## src/rtl/reset_seq_pf_if.sv

```systemverilog
// Pin bundle for reset_seq_pf: qualification inputs and staged reset outputs.
// Status outputs SEQ_STATE/LOSS_COUNT exist only when RESET_SEQ_STATUS_EN is defined.
interface reset_seq_pf_if #(
  parameter int NUM_CH   = 4,
  parameter int NUM_LOCK = 2,
  parameter int NUM_BANK = 2,
  parameter int CNT_W    = 16
);
  logic                EXT_RST_N;
  logic                INIT_DONE;
  logic [NUM_BANK-1:0] BANK_VDDI_STATUS;
  logic [NUM_LOCK-1:0] PLL_LOCK;
  logic                SS_BUSY;
  logic                FF_US_RESTORE;
  logic                PLL_POWERDOWN_B;
  logic [NUM_CH-1:0]   FABRIC_RESET_N;
  logic                SEQ_DONE;
`ifdef RESET_SEQ_STATUS_EN
  logic [1:0]          SEQ_STATE;
  logic [CNT_W-1:0]    LOSS_COUNT;
`else
  // no status outputs in this build
`endif

  modport master (
    output EXT_RST_N, INIT_DONE, BANK_VDDI_STATUS, PLL_LOCK, SS_BUSY, FF_US_RESTORE,
    input  PLL_POWERDOWN_B, FABRIC_RESET_N, SEQ_DONE
`ifdef RESET_SEQ_STATUS_EN
    , input SEQ_STATE, LOSS_COUNT
`endif
  );

  modport slave (
    input  EXT_RST_N, INIT_DONE, BANK_VDDI_STATUS, PLL_LOCK, SS_BUSY, FF_US_RESTORE,
    output PLL_POWERDOWN_B, FABRIC_RESET_N, SEQ_DONE
`ifdef RESET_SEQ_STATUS_EN
    , output SEQ_STATE, LOSS_COUNT
`endif
  );
endinterface

```

## src/rtl/reset_seq_pf.sv

```systemverilog
// Fabric reset sequencer: qualifies supplies/locks, then releases NUM_CH domains in order.
// Optional RESET_SEQ_STATUS_EN adds SEQ_STATE and a saturating LOSS_COUNT.
module reset_seq_pf #(
  parameter int NUM_CH        = 4,
  parameter int NUM_LOCK      = 2,
  parameter int NUM_BANK      = 2,
  parameter int STABLE_CYCLES = 16,
  parameter int STAGE_DLY     = 8,
  parameter int CNT_W         = 16
) (
  input logic           CLK,
  input logic           RST,
  reset_seq_pf_if.slave bus
);
  localparam int NA     = 4 + NUM_BANK + NUM_LOCK;
  localparam int STAB_W = $clog2(STABLE_CYCLES + 1);
  localparam int STG_W  = (NUM_CH > 1) ? $clog2((NUM_CH - 1) * STAGE_DLY + 1) : 1;
  localparam logic [STAB_W-1:0] STAB_LAST = STAB_W'(STABLE_CYCLES - 1);
  localparam logic [STG_W-1:0]  STG_LAST  = STG_W'((NUM_CH - 1) * STAGE_DLY);

  typedef enum logic [1:0] {IDLE = 2'd0, STABLE = 2'd1, RELEASE = 2'd2, RUN = 2'd3} state_t;

  logic [NA-1:0]       async_in, sync_q1, sync_q2;
  logic                ext_rst_n_s, init_done_s, ss_busy_s, ff_us_restore_s;
  logic [NUM_BANK-1:0] bank_vddi_status_s;
  logic [NUM_LOCK-1:0] pll_lock_s;
  logic                vddi_ok, run_ok, start_ok, go_release, abort;

  state_t              state;
  logic [STAB_W-1:0]   stab_cnt;
  logic [STG_W-1:0]    stage_cnt, stage_nxt;
  logic [NUM_CH-1:0]   fab_q;
  logic                done_q, pdb_q;

  // All async inputs share one 2-flop chain; clearing to 0 means "not ready".
  assign async_in = {bus.EXT_RST_N, bus.INIT_DONE, bus.SS_BUSY, bus.FF_US_RESTORE,
                     bus.BANK_VDDI_STATUS, bus.PLL_LOCK};

  always_ff @(posedge CLK) begin
    if (RST) begin
      sync_q1 <= '0;
      sync_q2 <= '0;
    end else begin
      sync_q1 <= async_in;
      sync_q2 <= sync_q1;
    end
  end

  assign {ext_rst_n_s, init_done_s, ss_busy_s, ff_us_restore_s,
          bank_vddi_status_s, pll_lock_s} = sync_q2;

  assign vddi_ok  = &bank_vddi_status_s;
  assign run_ok   = ext_rst_n_s & init_done_s & vddi_ok & (&pll_lock_s);
  assign start_ok = run_ok & ~ss_busy_s & ~ff_us_restore_s;

  // The edge closing the STABLE_CYCLES-th qualified cycle; with one cycle that is the IDLE edge.
  assign go_release = start_ok &&
                      ((state == IDLE && STABLE_CYCLES == 1) ||
                       (state == STABLE && stab_cnt == STAB_LAST));
  assign abort      = (state == RELEASE || state == RUN) && !run_ok;
  assign stage_nxt  = stage_cnt + STG_W'(1);

  always_ff @(posedge CLK) begin
    if (RST) begin
      state     <= IDLE;
      stab_cnt  <= '0;
      stage_cnt <= '0;
      fab_q     <= '0;
      done_q    <= 1'b0;
      pdb_q     <= 1'b0;
    end else begin
      pdb_q <= init_done_s & vddi_ok;
      if (abort) begin
        state     <= IDLE;
        stab_cnt  <= '0;
        stage_cnt <= '0;
        fab_q     <= '0;
        done_q    <= 1'b0;
      end else if (go_release) begin
        stab_cnt  <= '0;
        stage_cnt <= '0;
        fab_q     <= '0;
        fab_q[0]  <= 1'b1;
        if (NUM_CH == 1) begin
          state  <= RUN;
          done_q <= 1'b1;
        end else begin
          state <= RELEASE;
        end
      end else begin
        case (state)
          IDLE: begin
            stab_cnt  <= '0;
            stage_cnt <= '0;
            fab_q     <= '0;
            done_q    <= 1'b0;
            if (start_ok) begin
              state    <= STABLE;
              stab_cnt <= STAB_W'(1);
            end
          end
          STABLE: begin
            if (!start_ok) begin
              state    <= IDLE;
              stab_cnt <= '0;
            end else begin
              stab_cnt <= stab_cnt + STAB_W'(1);
            end
          end
          RELEASE: begin
            stage_cnt <= stage_nxt;
            for (int k = 1; k < NUM_CH; k++)
              if (stage_nxt >= STG_W'(k * STAGE_DLY)) fab_q[k] <= 1'b1;
            if (stage_nxt == STG_LAST) begin
              state  <= RUN;
              done_q <= 1'b1;
            end
          end
          default: ;
        endcase
      end
    end
  end

  assign bus.FABRIC_RESET_N  = fab_q;
  assign bus.SEQ_DONE        = done_q;
  assign bus.PLL_POWERDOWN_B = pdb_q;

`ifdef RESET_SEQ_STATUS_EN
  logic [CNT_W-1:0] loss_q;

  always_ff @(posedge CLK) begin
    if (RST) loss_q <= '0;
    else if (abort && loss_q != '1) loss_q <= loss_q + CNT_W'(1);
  end

  assign bus.SEQ_STATE  = state;
  assign bus.LOSS_COUNT = loss_q;
`else
  // status outputs and loss counter are not built
`endif
endmodule

```

## src/flat_wrapper.sv

```systemverilog
// flat-port wrapper written by rule: the top's interface ports become plain ports
module reset_seq_pf_flat 
#(
  parameter int NUM_CH        = 4,
  parameter int NUM_LOCK      = 2,
  parameter int NUM_BANK      = 2,
  parameter int STABLE_CYCLES = 16,
  parameter int STAGE_DLY     = 8,
  parameter int CNT_W         = 16
)
  (CLK, RST, bus_EXT_RST_N, bus_INIT_DONE, bus_BANK_VDDI_STATUS, bus_PLL_LOCK, bus_SS_BUSY, bus_FF_US_RESTORE, bus_PLL_POWERDOWN_B, bus_FABRIC_RESET_N, bus_SEQ_DONE);
  reset_seq_pf_if #(.NUM_CH(NUM_CH), .NUM_LOCK(NUM_LOCK), .NUM_BANK(NUM_BANK), .CNT_W(CNT_W)) bus_i ();
  input logic CLK;
  input logic RST;
  input wire logic [$bits(bus_i.EXT_RST_N)-1:0] bus_EXT_RST_N;
  input wire logic [$bits(bus_i.INIT_DONE)-1:0] bus_INIT_DONE;
  input wire logic [$bits(bus_i.BANK_VDDI_STATUS)-1:0] bus_BANK_VDDI_STATUS;
  input wire logic [$bits(bus_i.PLL_LOCK)-1:0] bus_PLL_LOCK;
  input wire logic [$bits(bus_i.SS_BUSY)-1:0] bus_SS_BUSY;
  input wire logic [$bits(bus_i.FF_US_RESTORE)-1:0] bus_FF_US_RESTORE;
  output wire logic [$bits(bus_i.PLL_POWERDOWN_B)-1:0] bus_PLL_POWERDOWN_B;
  output wire logic [$bits(bus_i.FABRIC_RESET_N)-1:0] bus_FABRIC_RESET_N;
  output wire logic [$bits(bus_i.SEQ_DONE)-1:0] bus_SEQ_DONE;
  assign bus_i.EXT_RST_N = bus_EXT_RST_N;
  assign bus_i.INIT_DONE = bus_INIT_DONE;
  assign bus_i.BANK_VDDI_STATUS = bus_BANK_VDDI_STATUS;
  assign bus_i.PLL_LOCK = bus_PLL_LOCK;
  assign bus_i.SS_BUSY = bus_SS_BUSY;
  assign bus_i.FF_US_RESTORE = bus_FF_US_RESTORE;
  assign bus_PLL_POWERDOWN_B = bus_i.PLL_POWERDOWN_B;
  assign bus_FABRIC_RESET_N = bus_i.FABRIC_RESET_N;
  assign bus_SEQ_DONE = bus_i.SEQ_DONE;
  reset_seq_pf #(.NUM_CH(NUM_CH), .NUM_LOCK(NUM_LOCK), .NUM_BANK(NUM_BANK), .STABLE_CYCLES(STABLE_CYCLES), .STAGE_DLY(STAGE_DLY), .CNT_W(CNT_W)) u_core (.CLK(CLK), .RST(RST), .bus(bus_i));
endmodule
```

## config.mk

```make
export PLATFORM = sky130hd
export DESIGN_NAME = reset_seq_pf_flat
export DESIGN_NICKNAME = d
export VERILOG_FILES = /design/src/rtl/reset_seq_pf_if.sv /design/src/rtl/reset_seq_pf.sv /design/src/flat_wrapper.sv
export SDC_FILE = /design/constraint.sdc
export NUM_CORES = 1
export LEC_CHECK = 0
export CORE_MARGIN = 1
export CORE_UTILIZATION = 57
export CTS_CLUSTER_SIZE = 40
export DETAILED_ROUTE_END_ITERATION = 12
export PLACE_DENSITY = 0.82
export SYNTH_ARGS = -nofsm -noshare
export SYNTH_HDL_FRONTEND = slang
export SYNTH_SLANG_ARGS = --single-unit
```

## constraint.sdc

```tcl
create_clock -name CLK -period 3.1 [get_ports CLK]
set_clock_uncertainty 0.15 [all_clocks]
set_input_delay 0.62 -clock CLK [delete_from_list [all_inputs] [get_ports CLK]]
set_output_delay 0.62 -clock CLK [all_outputs]
set_load 0.01 [all_outputs]
```

==> results of run 1 <==
[cell usage after synthesis]
master	instances
dfxtp_1	34
nor2b_1	18
nand2_1	11
nor2_1	10
a21oi_1	8
nand3_1	7
o21ai_0	5
a31oi_1	4
clkbuf_1	4
nand4_1	4
ha_1	3
inv_1	3
a211oi_1	2
a21o_1	2
and3_1	2
buf_2	2
nand3b_1	2
nand4b_1	2
nor3_1	2
xnor2_1	2
a211o_1	1
a221o_2	1
a22oi_1	1
a31oi_2	1
a32oi_1	1
buf_6	1
mux2i_1	1
nor4b_4	1
[registers in the layout, indices dropped and copies added (netlist names)]
register,flops
u_core.bus.PLL_POWERDOWN_B,1
u_core.bus.SEQ_DONE,1
u_core.bus.FABRIC_RESET_N,4
u_core.stab_cnt,5
u_core.sync_q1,8
u_core.sync_q2,8
u_core.state,2
u_core.stage_cnt,5
[cell type report]
class / instances / area, um2 / share of cell area
sequential: 34 / 681 / 0.446
multi-input combinational: 91 / 564 / 0.370
timing repair buffer: 16 / 158 / 0.103
clock inverter: 3 / 40.0 / 0.0263
clock buffer: 5 / 37.5 / 0.0246
tap: 27 / 33.8 / 0.0221
inverter: 3 / 11.3 / 0.00738
[kinds of logic after synthesis]
logic type | count (synthesis)
compound gates | 26
mux | 1
fa+ha+maj | 3
xor+xnor | 2
buf+inv | 10
flops | 34
simple gates | 59
[worst min-delay path by stage]
| stage | endpoint | slack, ns | cells after the start |
|---|---|---|---|
| 6_report | u_core.sync_q2[7] | 0.29 | 1 |
| 5_1_grt | u_core.sync_q2[5] | 0.31 | 1 |
| 4_1_cts | u_core.sync_q2[6] | 0.29 | 1 |
| 3_5_place_dp | u_core.sync_q2[6] | 0.27 | 1 |
| 3_3_place_gp | u_core.sync_q2[5] | 0.27 | 1 |
| 2_1_floorplan | u_core.sync_q2[0] | 0.26 | 1 |
[per-layer routing]
layer,global-route usage,up-vias
li1,-,501
met2,0.293,30
met3,0.0833,8
met4,0.0857,0
met1,0.266,460
met5,0,-
[metrics by stage]
step                std cells  utilization
CTS                       179        0.747
floorplan                 135            -
detailed placement        171        0.709
global placement          171        0.709
finish                    179        0.747
global route              179        0.747
[power by group]
part | switching (W) | internal [W]
Sequential | 0.00000273 | 0.000446
Clock | 0.000143 | 0.000167
Combinational | 0.00000969 | 0.0000167
Total | 0.000156 | 0.000630
[worst max-delay path: stages (launching register included)]
cell	delay (ns)
dfxtp_1	0.36
ha_1	0.23
and3_1	0.19
ha_1	0.25
nand2_1	0.10
nor2_1	0.05
a221o_2	0.47
a31oi_2	0.16
==> flow_summary.toml, run 1 <==
[outcome]
status = "completed"

[placement]
io_buffers = 15
dpl.hpwl_mm = 1.53
placed_cell_area_um2 = 1450
globalplace.congestion = 0.772
place_ws_ns = 0.997

[finish]
mostFrequentLayoutCell = "dfxtp_1"
antennaDiodeCount = 0
fin_area_um2 = 1530
drive_above_1_share = 0.0789
syn_to_final_growth_pct = 18.0
final_cell_mix = "34 x dfxtp_1, 18 x nor2b_1, 15 x clkdlybuf4s50_1"
fillers = 151
final_nets = 164

[clocking]
clockBufferDepth = 2
cts_tree = "built"
cts_max_level = 2
cts_resized = 0
cts_hold_buf = 0
postCtsSetupBuffers = 0
cts_root_buf = "clkbuf_4"
clkLatencyLatePin_ns = 0.33
cts_num_sinks = 34
cts_buffers = 5
clk_pin_slew_ns = 0.10

[die]
ios = 16
die_h_um = 49.6
coreArea_um2 = 2040
rows = 16
die_area_um2 = 2460
die_x_um = 49.6
initial_core_util = 0.633

[hold_path]
worstHoldStart = "u_core.sync_q1[7]"
worst_hold_path_type = "reg -> reg"

[timing]
finalHoldViolCount = 0
slew_viol_final = 0
setup_slack_ns = 1.07
setup_violations = 0
fin_hold_ws_ns = 0.291
worstMarginPinSlew_ns = 0.601
fmax_ghz = 0.492
fin_crit_ns = 2.03
period_share = 0.656
relSlewSlack = 0.599
fin_setup_tns_ns = 0
rsz0062_at_grt = "false"

[logic_synthesis]
synth-compound-area-share = 0.131
synth_top_family_by_area = "simple AND/OR/NAND/NOR gates"
synthMuxAreaShare = 0.00774
synth-seq-cells = 34
synthCells = 135
synth_cell_type_count = 28
synthXorXnorAreaFrac = 0.0136
ys_warn_count = 0
syn_area_per_cell_um2 = 9.57
synth_area_leaders = "dfxtp_1 53%, nor2b_1 8.7%, nand2_1 3.2%"
seq_area_frac_synth = 0.527
synth_top_area_cell = "dfxtp_1"
synth_simple_gate_area_frac = 0.256
synth_top_area_frac = 0.527
netlist_area_um2 = 1290
synth_nets = 148
synth_fa_ha_area_frac = 0.0290

[global_route]
grt_max_degree = 19
grt_pass1_vias = 831
grt_pass1_wl_mm = 3.67
grt_overflow_total = 0
grt_use_total = 0.203
antenna_found_initial = 0

[detailed_routing]
route.detailed.drc = 0
wl_met2_mm = 1.00
wl_met3_um = 137
final_antenna_net_count = 0
top_layer = "met4"
wirelength_mm = 2.19
first_pass_iters = 4
vias = 999
wl_met1_mm = 1.01
via_per_inst = 5.58
detail_route.iter0.violations = 19
wire_per_inst_um = 12.3

[critical_path]
reg2regPathDepth = 7
required_ns = 3.21
r2r_setup_slack_ns = 1.07
r2r_end = "u_core.bus.FABRIC_RESET_N[1]"
crit_type = "reg -> reg"
crit_path_end = "u_core.bus.FABRIC_RESET_N[1]"
worstSetupStartpoint = "u_core.stab_cnt[0]"
endpoint_kind = "register"
crit_path_max_fanout = 8
rr_startpoint = "u_core.stab_cnt[0]"
cp.arrival_ns = 2.15
crit_path_start_kind = "register"

[power]
power_w = 0.000785
irDropWorstVdd_v = 0.000663
p_per_area_nw_per_um2 = 515
p_leak_nw = 0.533

[job]
max_cap_viol_count = 0
(Power assumes the default switching activity.)
==> inputs of run 2 (changes only) <==
--- a/config.mk
+++ b/config.mk
@@ -6,10 +6,10 @@
 export NUM_CORES = 1
 export LEC_CHECK = 0
 export CORE_MARGIN = 1
-export CORE_UTILIZATION = 57
+export CORE_UTILIZATION = 48
 export CTS_CLUSTER_SIZE = 40
 export DETAILED_ROUTE_END_ITERATION = 12
-export PLACE_DENSITY = 0.82
+export PLACE_DENSITY = 0.73
 export SYNTH_ARGS = -nofsm -noshare
 export SYNTH_HDL_FRONTEND = slang
 export SYNTH_SLANG_ARGS = --single-unit
==> constraint.sdc (replaced) <==
create_clock -name CLK -period 1.8 [get_ports CLK]
set_clock_uncertainty 0.15 [all_clocks]
set_input_delay 0.36 -clock CLK [delete_from_list [all_inputs] [get_ports CLK]]
set_output_delay 0.36 -clock CLK [all_outputs]
set_load 0.01 [all_outputs]
==> flow_summary.toml, run 2 (synthesized netlist as in run 1, its figures left out) <==
[timing]
fmax_ghz = 0.569
fin_crit_ns = 1.76
slew_viol_final = 0
finalHoldViolCount = 0
setup_violations = 0
relSlewSlack = 0.675
setup_slack_ns = 0.0415
period_share = 0.977
worstMarginPinSlew_ns = 0.487
rsz0062_at_grt = "true"

[die]
die_h_um = 53.9
coreArea_um2 = 2500
ios = 16
die_area_um2 = 2900
initial_core_util = 0.517
rows = 18
die_x_um = 53.9

[clocking]
cts_buffers = 5
cts_tree = "built"
cts_num_sinks = 34
clkLatencyLatePin_ns = 0.33
clk_pin_slew_ns = 0.10
clockBufferDepth = 2
cts_max_level = 2
cts_hold_buf = 0
cts_root_buf = "clkbuf_4"

[detailed_routing]
final_antenna_net_count = 0
wirelength_mm = 2.35
detail_route.iter0.violations = 14
first_pass_iters = 4
via_per_inst = 5.35
vias = 1016
wire_per_inst_um = 12.4
route.detailed.drc = 0

[power]
irDropWorstVdd_v = 0.000663
power_w = 0.00124
p_leak_nw = 0.565
p_per_area_nw_per_um2 = 768

[finish]
syn_to_final_growth_pct = 25.1
final_core_util = 0.647
final_cell_mix = "32 x dfxtp_1, 17 x nor2b_1, 15 x clkdlybuf4s50_1"
final_nets = 172
antennaDiodeCount = 0
layout.cells.non_filler = 190
drive_above_1_share = 0.175
largestRegisters = "u_core.sync_q1 (8), u_core.sync_q2 (8)"
mostFrequentLayoutCell = "dfxtp_1"

[critical_path]
crit_path_max_fanout = 8
endpoint_kind = "register"
crit_path_start_kind = "register"
cp.arrival_ns = 1.87
rr_startpoint = "u_core.stab_cnt[1]"
crit_type = "reg -> reg"
required_ns = 1.91
worstSetupStartpoint = "u_core.stab_cnt[1]"

[global_route]
antenna_found_initial = 0
grt_pass1_wl_mm = 3.99
grt_overflow_total = 0
grt_use_total = 0.202
grt_pass1_vias = 907
grt_max_degree = 18

[placement]
dpl.hpwl_mm = 1.56
io_buffers = 15
globalplace.congestion = 0.780
place_ws_ns = -0.0529
dp.cells = 180

[job]
max_cap_viol_count = 0

[hold_path]
worst_hold_path_type = "reg -> reg"
worstHoldStart = "u_core.sync_q1[0]"

[outcome]
status = "completed"
run 2: path summary, 6_finish.rpt:
| kind | slack [ns] | cells past startpoint | endpoint |
|---|---|---|---|
| max | 0.04 | 7 | u_core.bus.FABRIC_RESET_N[1] |
| max reg2reg | 0.04 | 7 | u_core.bus.FABRIC_RESET_N[1] |
| min reg2reg | 0.29 | 1 | u_core.sync_q2[0] |
| min | 0.29 | 1 | u_core.sync_q2[0] |
run 2: per-layer routing:
layer,routed length (um),vias up,GRT usage
met1,1050,471,0.230
met2,1140,23,0.325
met5,0,-,0
met4,37,0,0.0921
met3,127,6,0.0847
li1,-,516,-
run 2: timing repair:
action	in CTS	in global routing
gates resized for setup	4	8
buffers inserted	1	1
pin swaps	2	2
endpoints found under the setup margin	10	13
run 2: area by class of cell:
| class | count | area, um2 |
|---|---|---|
| well taps | 30 | 37.5 |
| flip-flops and latches | 34 | 683 |
| multi-input cells | 91 | 607 |
| clock buffers | 7 | 55.1 |
| repair buffers | 24 | 218 |
| fillers | 206 | 883 |
| inverters | 3 | 11.3 |
| clock inverters | 1 | 5.00 |
run 2: where the power goes:
part | switching (W) | internal [W]
clock network | 0.000234 | 0.000189
registers | 0.00000513 | 0.000768
logic | 0.0000169 | 0.0000287
run 2: worst max-delay path, stage by stage, from the launching register on:
cell and delay [ns]:
dfxtp_2 0.35, ha_4 0.16, and3_4 0.18, ha_4 0.16
nand2_2 0.07, nor2_1 0.04, a221o_2 0.42, a31oi_2 0.16
run 2: per-stage QoR:
stage / TNS (ns) / hold WS, ns / cell area (um2)
6_report: 0 / 0.294 / 1620
5_1_grt: -0.0460 / 0.314 / 1620
4_1_cts: 0 / 0.297 / 1570
3_5_place_dp: -0.245 / 0.278 / 1500
3_3_place_gp: -0.0175 / 0.266 / 1500
2_1_floorplan: 0 / 0.264 / 1290
==> inputs of run 3 (changes only) <==
--- a/config.mk
+++ b/config.mk
@@ -5,10 +5,12 @@
 export SDC_FILE = /design/constraint.sdc
 export NUM_CORES = 1
 export LEC_CHECK = 0
+export CAP_MARGIN = 15
 export CORE_MARGIN = 1
 export CORE_UTILIZATION = 48
 export CTS_CLUSTER_SIZE = 40
 export DETAILED_ROUTE_END_ITERATION = 12
+export HOLD_SLACK_MARGIN = 0.03
 export PLACE_DENSITY = 0.73
 export SYNTH_ARGS = -nofsm -noshare
 export SYNTH_HDL_FRONTEND = slang
==> results of run 3 <==
Same layout as run 2: the final DEF is identical, and so are final timing and power.
